==> src/rtl/cache_refill_unit.sv <==
// Line refill engine for a direct-mapped cache.
// On a miss it invalidates the tag entry, then fetches the four words of the line one at a time.
// Each word goes into the data array, and the entry is then written back as valid.
// Completion is returned on a four-phase request/done handshake.
// Every output is a register, so no input reaches an output combinationally.
module cache_refill_unit #(
  parameter int unsigned TAG_W   = 8,
  parameter int unsigned INDEX_W = 3,
  parameter int unsigned OFF_W   = 2,
  parameter int unsigned WORD_W  = 8
) (
  input  logic                             clk,
  input  logic                             rst,
  input  logic                             miss_req_i,
  input  logic [TAG_W-1:0]                 miss_tag_i,
  input  logic [INDEX_W-1:0]               miss_index_i,
  output logic                             mem_rd_o,
  output logic [TAG_W+INDEX_W+OFF_W-1:0]   mem_addr_o,
  input  logic [WORD_W-1:0]                mem_rdata_i,
  input  logic                             mem_ready_i,
  output logic                             data_we_o,
  output logic [INDEX_W+OFF_W-1:0]         data_addr_o,
  output logic [WORD_W-1:0]                data_wdata_o,
  output logic                             tag_we_o,
  output logic [INDEX_W-1:0]               tag_index_o,
  output logic [TAG_W:0]                   tag_wdata_o,
  output logic                             busy_o,
  output logic                             refill_done_o
);

  typedef enum logic [2:0] {StIdle, StInval, StReq, StWrite, StTagWr, StDone} state_e;

  state_e                           state_q;
  logic [TAG_W-1:0]                 tag_q;
  logic [INDEX_W-1:0]               index_q;
  logic [OFF_W-1:0]                 off_q;
  logic [WORD_W-1:0]                buf_q;
  logic                             mem_rd_q;
  logic [TAG_W+INDEX_W+OFF_W-1:0]   mem_addr_q;
  logic                             data_we_q;
  logic [INDEX_W+OFF_W-1:0]         data_addr_q;
  logic                             tag_we_q;
  logic [INDEX_W-1:0]               tag_index_q;
  logic [TAG_W:0]                   tag_wdata_q;
  logic                             busy_q;
  logic                             done_q;
  logic [OFF_W-1:0]                 off_inc;

  assign off_inc = off_q + OFF_W'(1);

  // FSM and its registered outputs. Each branch loads the outputs that belong to the state
  // being entered, so the outputs line up with state_q in the following cycle.
  always_ff @(posedge clk or posedge rst) begin
    if (rst) begin
      state_q     <= StIdle;
      tag_q       <= '0;
      index_q     <= '0;
      off_q       <= '0;
      buf_q       <= '0;
      mem_rd_q    <= 1'b0;
      mem_addr_q  <= '0;
      data_we_q   <= 1'b0;
      data_addr_q <= '0;
      tag_we_q    <= 1'b0;
      tag_index_q <= '0;
      tag_wdata_q <= '0;
      busy_q      <= 1'b0;
      done_q      <= 1'b0;
    end else begin
      // Write strobes are single-cycle pulses. Addresses read as zero while idle.
      mem_rd_q    <= 1'b0;
      mem_addr_q  <= '0;
      data_we_q   <= 1'b0;
      data_addr_q <= '0;
      tag_we_q    <= 1'b0;
      tag_index_q <= '0;
      tag_wdata_q <= '0;
      unique case (state_q)
        StIdle: begin
          if (miss_req_i) begin
            state_q     <= StInval;
            tag_q       <= miss_tag_i;
            index_q     <= miss_index_i;
            off_q       <= '0;
            busy_q      <= 1'b1;
            tag_we_q    <= 1'b1;
            tag_index_q <= miss_index_i;
            tag_wdata_q <= {1'b0, miss_tag_i};
          end
        end
        StInval: begin
          state_q    <= StReq;
          mem_rd_q   <= 1'b1;
          mem_addr_q <= {tag_q, index_q, off_q};
        end
        StReq: begin
          if (mem_ready_i) begin
            state_q     <= StWrite;
            buf_q       <= mem_rdata_i;
            data_we_q   <= 1'b1;
            data_addr_q <= {index_q, off_q};
          end else begin
            mem_rd_q   <= 1'b1;
            mem_addr_q <= mem_addr_q;
          end
        end
        StWrite: begin
          if (off_q == '1) begin
            state_q     <= StTagWr;
            tag_we_q    <= 1'b1;
            tag_index_q <= index_q;
            tag_wdata_q <= {1'b1, tag_q};
          end else begin
            state_q    <= StReq;
            off_q      <= off_inc;
            mem_rd_q   <= 1'b1;
            mem_addr_q <= {tag_q, index_q, off_inc};
          end
        end
        StTagWr: begin
          state_q <= StDone;
          done_q  <= 1'b1;
        end
        StDone: begin
          if (!miss_req_i) begin
            state_q <= StIdle;
            done_q  <= 1'b0;
            busy_q  <= 1'b0;
          end
        end
        default: begin
          state_q <= StIdle;
          done_q  <= 1'b0;
          busy_q  <= 1'b0;
        end
      endcase
    end
  end

  assign mem_rd_o      = mem_rd_q;
  assign mem_addr_o    = mem_addr_q;
  assign data_we_o     = data_we_q;
  assign data_addr_o   = data_addr_q;
  assign data_wdata_o  = buf_q;
  assign tag_we_o      = tag_we_q;
  assign tag_index_o   = tag_index_q;
  assign tag_wdata_o   = tag_wdata_q;
  assign busy_o        = busy_q;
  assign refill_done_o = done_q;

endmodule

==> config.mk <==
export PLATFORM = sky130hd
export DESIGN_NAME = cache_refill_unit
export DESIGN_NICKNAME = d
export VERILOG_FILES = /design/src/rtl/cache_refill_unit.sv
export SDC_FILE = /design/constraint.sdc
export NUM_CORES = 1
export LEC_CHECK = 0
export ABC_AREA = 1
export CAP_MARGIN = 30
export CORE_UTILIZATION = 45
export DETAILED_ROUTE_END_ITERATION = 10
export DONT_BUFFER_PORTS = 1
export PLACE_DENSITY_LB_ADDON = 0.12
export SLEW_MARGIN = 20
export SYNTH_ARGS = -nofsm -noshare
export SYNTH_HDL_FRONTEND = slang
export SYNTH_SLANG_ARGS = --single-unit
export TNS_END_PERCENT = 30
==> constraint.sdc <==
create_clock -name clk -period 4.1 [get_ports clk]
set_clock_uncertainty 0.15 [all_clocks]
set_input_delay 1.23 -clock clk [delete_from_list [all_inputs] [get_ports clk]]
set_output_delay 1.23 -clock clk [all_outputs]
set_load 0.005 [all_outputs]
==> flow_summary.json, run 1 <==
{
  "syn_area_per_cell_um2": 9.109,
  "antenna_found_initial": 0,
  "drt_iter0_markers": 73,
  "synth.largest_area_cell": "dfrtp_1",
  "clockRootBuffer": "clkbuf_8",
  "hold_class": "reg -> reg",
  "critPathKind": "reg -> out",
  "final.setup.tns_ps": 0,
  "clock.fmax_ghz": 0.4721,
  "core_area_um2": 5172,
  "drc": 0,
  "critPathMaxFanout": 2,
  "ir_worst_vdd_mv": 0.2624,
  "slew_viol_final": 0,
  "finalNetCount": 297,
  "die_x_um": 75.65,
  "routedWlPerCell_um": 13.27,
  "rsz0062_at_grt": "false",
  "firstDrtPassIters": 4,
  "nFillCells": 479,
  "regArea_um2": 1476,
  "synth-warning-count": 0,
  "die_h_um": 75.65,
  "r2r-end": "mem_rd_o",
  "via_per_inst": 4.746,
  "multi_input_area_um2": 754.5,
  "tightest_slew_ps": 560.8,
  "pin_count": 66,
  "start_kind": "flop",
  "htreeDepth": 3,
  "hold_path_startpoint": "tag_q[1]",
  "yosysUniqueCellTypes": 23,
  "hold_violations": 0,
  "post-cts-setup-buffer-count": 0,
  "grt_first_pass_wirelength_mm": 7.272,
  "clock-sinks": 59,
  "grt_max_degree": 39,
  "clk_pin_slew_ps": 70,
  "dp_hpwl_mm": 3.061,
  "netlist_area_um2": 2441,
  "finalCriticalPeriod_ps": 2118,
  "ctsResizeCount": 0,
  "wl_mm": 4.605,
  "r2r_start": "state_q[2]",
  "diodes": 0,
  "post-route-period-util_pct": 51.66,
  "drv_cap": 0,
  "postRouteAntennaNets": 0,
  "ys_seq_area_share_pct": 60.48,
  "drive_gt1_share_pct": 12.64,
  "dieArea_um2": 5723,
  "grt_pass1_vias": 1577,
  "overflow": 0,
  "ys_ff_latch": 59,
  "run_status": "completed",
  "leakagePower_nw": 1.442,
  "endpoint_kind": "output port",
  "hold_path_depth": 2,
  "grt_util_all_layers_pct": 17.93,
  "crit_required_ps": 2720,
  "p_per_area_nw_per_um2": 720.9,
  "syn_nets": 293,
  "via_count": 1647,
  "initial_utilization_pct": 47.19,
  "cts_hold_buf": 0,
  "portBuffers": 0,
  "cts_made_buffers": 9,
  "synth.area.top_cells": "dfrtp_1, nand2_1, inv_1",
  "holdWs_ps": 334.9,
  "synth_top_area_share_pct": 60.48,
  "reg2regPathDepth": 5,
  "setup_viol": 0,
  "insertion_delay_ps": 330,
  "slew_headroom_pct": 62.61,
  "arrival_ps": 740,
  "cts_tree": "built",
  "synthToLayoutAreaGrowth_pct": 9.533,
  "clock_path_buffers": 2,
  "r2r_slack_ps": 2390,
  "syn_inst": 268,
  "hold_path_end": "tag_q[1]",
  "num_rows": 26,
  "gp_congestion": 0.7256
}
[power breakdown]
part | switching, mW | internal [mW] | total [mW]
logic | 0.325 | 0.150 | 0.475
clock network | 0.222 | 0.313 | 0.535
registers | 0.144 | 0.773 | 0.918
total | 0.691 | 1.24 | 1.93
[Yosys cell counts, drive strengths merged]
library cell / instances
nand2: 105
o21bai: 1
nor2: 22
o21ai: 24
nand3: 4
ha: 2
inv: 37
a21oi: 2
buf: 8
o211ai: 3
o22ai: 1
dfrtp: 59
[metal layers]
| metal | routed length [um] | up-vias | GRT usage [%] |
|---|---|---|---|
| met3 | 279 | 6 | 5.423 |
| met4 | 45 | 0 | 11.11 |
| met2 | 2185 | 48 | 27.28 |
| met5 | 0 | - | 0 |
| li1 | - | 824 | - |
| met1 | 2095 | 769 | 22.47 |
[state kept, by name (all words and copies together) (netlist names)]
register,count
mem_addr_o,13
tag_wdata_o,9
data_wdata_o,8
tag_q,8
data_addr_o,5
index_q,3
state_q,3
tag_index_o,3
off_q,2
busy_o,1
data_we_o,1
mem_rd_o,1
refill_done_o,1
tag_we_o,1
[cells by family (layout without fill, tap and decap cells)]
| group | after synthesis | count (layout) | synth area share (%) |
|---|---|---|---|
| flops | 59 | 59 | 60.48 |
| compound gates | 31 | 31 | 7.279 |
| fa+ha+maj | 2 | 2 | 1.025 |
| simple gates | 131 | 131 | 22.60 |
| buf+inv | 45 | 54 | 8.611 |
[cell usage in the layout, fill, tap and decap left out]
| cell | count |
|---|---|
| o21ai_1 | 2 |
| o21ai_0 | 20 |
| nor2_1 | 19 |
| nor2_4 | 3 |
| buf_4 | 1 |
| clkinv_2 | 2 |
| clkbuf_8 | 11 |
| o21ai_2 | 2 |
| clkinv_4 | 1 |
| dfrtp_1 | 59 |
| clkbuf_1 | 1 |
| a21oi_1 | 1 |
| o22ai_1 | 1 |
| inv_1 | 31 |
| nand2_2 | 5 |
| nand2_1 | 99 |
| o21bai_1 | 1 |
| nand2_4 | 1 |
| inv_2 | 4 |
| ha_1 | 2 |
| bufinv_16 | 1 |
| inv_4 | 2 |
| a21oi_2 | 1 |
| nand3_4 | 1 |
| o211ai_1 | 3 |
| nand3_1 | 3 |
[cell type report]
type	instances	share of cell area (%)
timing repair buffer	1	0.2808
clock buffer	12	5.803
tap	70	3.276
sequential	59	55.22
inverter	37	5.381
multi-input combinational	164	28.22
clock inverter	4	1.825
[metrics by stage]
step	instances	power (mW)	instance area [um^2]	setup slack, ps	util, %
2_1_floorplan	268	1.315	2441	1264	-
3_3_place_gp	331	1.406	2470	1918	47.75
3_5_place_dp	331	1.411	2470	1905	47.75
4_1_cts	347	1.956	2674	1964	51.69
5_1_grt	347	2.078	2674	1954	51.69
6_report	347	1.928	2674	1982	51.69
[worst max path at each step]
stage / to / from / depth (start not counted)
finish: mem_addr_o[2] / mem_addr_o[2] / 0
global route: mem_addr_o[7] / mem_addr_o[7] / 0
CTS: mem_addr_o[2] / mem_addr_o[2] / 0
detailed placement: tag_wdata_o[5] / rst / 2
global placement: tag_wdata_o[1] / rst / 2
floorplan: busy_o / rst / 1
Note: power is estimated with default switching activity, not from simulation.
==> run 2, diff against run 1 <==
- clock period: 4.1 -> 2.2 ns (I/O delays scaled with it)
==> flow_summary.json, run 2 (synthesis gave the netlist of run 1 again) <==
{
  "run_status": "completed",
  "leakagePower_nw": 1.439,
  "totalPowerFinal_mw": 3.651,
  "r2r_slack_ps": 520,
  "via_per_inst": 4.790,
  "dieArea_um2": 5723,
  "dp_hpwl_mm": 3.018,
  "routedWlPerCell_um": 13.44,
  "clk_pin_slew_ps": 60,
  "clkPwrFrac_pct": 28.7,
  "crit_family": "compound AO/OA/AOI/OAI gates",
  "placedCellCount": 331,
  "cts_tree": "built",
  "path_buf_inv": 2,
  "final_cell_mix": "nand2_1, dfrtp_1, inv_1",
  "dr_wl_met2_mm": 2.169,
  "drive_gt1_share_pct": 12.27,
  "finalNetCount": 297,
  "drc": 0,
  "post-route-period-util_pct": 76.44,
  "fin_cells": 347,
  "grt_util_all_layers_pct": 18.74,
  "cpPeakStageDelay_ps": 500,
  "clockRootBuffer": "clkbuf_8",
  "core_area_um2": 5172,
  "rsz0062_at_grt": "false",
  "holdWs_ps": 124.2,
  "diodes": 0,
  "clock_path_buffers": 2,
  "wl_met1_mm": 2.088,
  "insertion_delay_ps": 330,
  "finalCriticalPeriod_ps": 1682,
  "die_x_um": 75.65,
  "critPathMaxFanout": 13,
  "nFillCells": 486,
  "die_h_um": 75.65,
  "stdcell_area_um2": 2695,
  "combinationalPowerShare_pct": 24.4,
  "r2r_start": "state_q[2]",
  "hold_class": "in -> async",
  "drv_cap": 0,
  "setup_viol": 0,
  "swShare_pct": 35.38,
  "gp_congestion": 0.7802,
  "post-cts-setup-buffer-count": 0,
  "critPathKind": "reg -> reg",
  "arrival_ps": 1780,
  "mostFrequentLayoutCell": "nand2_1",
  "crit_required_ps": 2300,
  "reg2regPathDepth": 5,
  "p_per_area_nw_per_um2": 1355,
  "htreeDepth": 3,
  "p_int_mw": 2.359,
  "final.setup.tns_ps": 0,
  "pin_count": 66,
  "placed_cell_area_um2": 2486,
  "r2r-end": "mem_rd_o",
  "grt_first_pass_wirelength_mm": 7.458,
  "firstDrtPassIters": 4,
  "slew_viol_final": 0,
  "drt_iter0_markers": 72,
  "p_seq_share_pct": 46.8,
  "tightest_slew_ps": 555.6,
  "overflow": 0,
  "critical_path.cell_chain": "inv_2 > nand2_2 > a21oi_2 > inv_1 > o21ai_0",
  "via_count": 1662,
  "cpMaxStageDelayCell": "a21oi_2",
  "wl_met3_um": 327,
  "cts_hold_buf": 0,
  "grt_max_degree": 60,
  "ir_worst_vdd_mv": 0.5574,
  "start_kind": "flop",
  "grt_pass1_vias": 1573,
  "power.net_switching_mw": 1.292,
  "endpoint_kind": "flop",
  "antenna_found_initial": 0,
  "cts_made_buffers": 9,
  "clock.fmax_ghz": 0.5947,
  "clock-sinks": 59,
  "synthToLayoutAreaGrowth_pct": 10.40,
  "largest_reg_flops": 13,
  "wl_mm": 4.664,
  "portBuffers": 0,
  "postRouteAntennaNets": 0,
  "top_layer": "met4",
  "slew_headroom_pct": 62.96,
  "initial_utilization_pct": 47.19,
  "num_rows": 26,
  "hold_violations": 0,
  "ctsResizeCount": 0
}
-- run 2: cell count changes in the layout (fill, tap and decap cells not counted) --
cell        change
bufinv_16       +1
inv_2           -1
buf_12          +1
clkinvlp_4      +2
clkbuf_8        -2
clkinv_4        -1
clkbuf_1        +1
buf_4           -1
-- run 2: power by group through the flow --
stage | Combinational (mW) | Sequential, mW | Clock (mW)
floorplan | 0.789 | 1.66 | 0
global placement | 0.889 | 1.73 | 0
detailed placement | 0.913 | 1.73 | 0
CTS | 0.916 | 1.71 | 1.08
global route | 1.06 | 1.76 | 1.13
finish | 0.892 | 1.71 | 1.05
-- run 2: cell type report --
| cell class | count | area [um^2] | area share (%) |
|---|---|---|---|
| Timing Repair Buffer | 1 | 20.02 | 0.7428 |
| Sequential cell | 59 | 1476 | 54.78 |
| Clock inverter | 5 | 77.57 | 2.878 |
| Tap cell | 70 | 87.58 | 3.250 |
| Clock buffer | 11 | 131.4 | 4.875 |
| Multi-Input combinational cell | 164 | 754.5 | 27.99 |
| Inverter | 37 | 147.6 | 5.478 |
-- run 2: worst register-to-register path, stage by stage, from the launching register on --
cell     delay, ps
dfrtp_1        460
inv_2           90
nand2_2        190
a21oi_2        500
inv_1          120
o21ai_0        100
-- run 2: worst max path at each step --
| stage | startpoint | endpoint | slack [ps] | cells past startpoint |
|---|---|---|---|---|
| 3_3_place_gp | state_q[2] | mem_rd_o | 570 | 5 |
| 3_5_place_dp | state_q[2] | mem_rd_o | 510 | 5 |
| 6_report | state_q[2] | mem_rd_o | 520 | 5 |
| 2_1_floorplan | rst | busy_o | 770 | 1 |
| 5_1_grt | state_q[2] | mem_rd_o | 330 | 5 |
| 4_1_cts | state_q[2] | mem_rd_o | 490 | 5 |
-- run 2: stage by stage --
stage	setup slack (ps)	util [%]
after CTS	488.8	52.10
after floorplan	773.9	-
after global placement	565.9	48.06
final	518.3	52.10
after detailed placement	506.5	48.06
after global routing	334.5	52.10
-- run 2: routing by layer --
layer  up-vias  track usage [%]
li1        821                -
met1       773            23.99
met2        62            27.58
met3         6            7.672
met4         0            9.259
met5         -                0
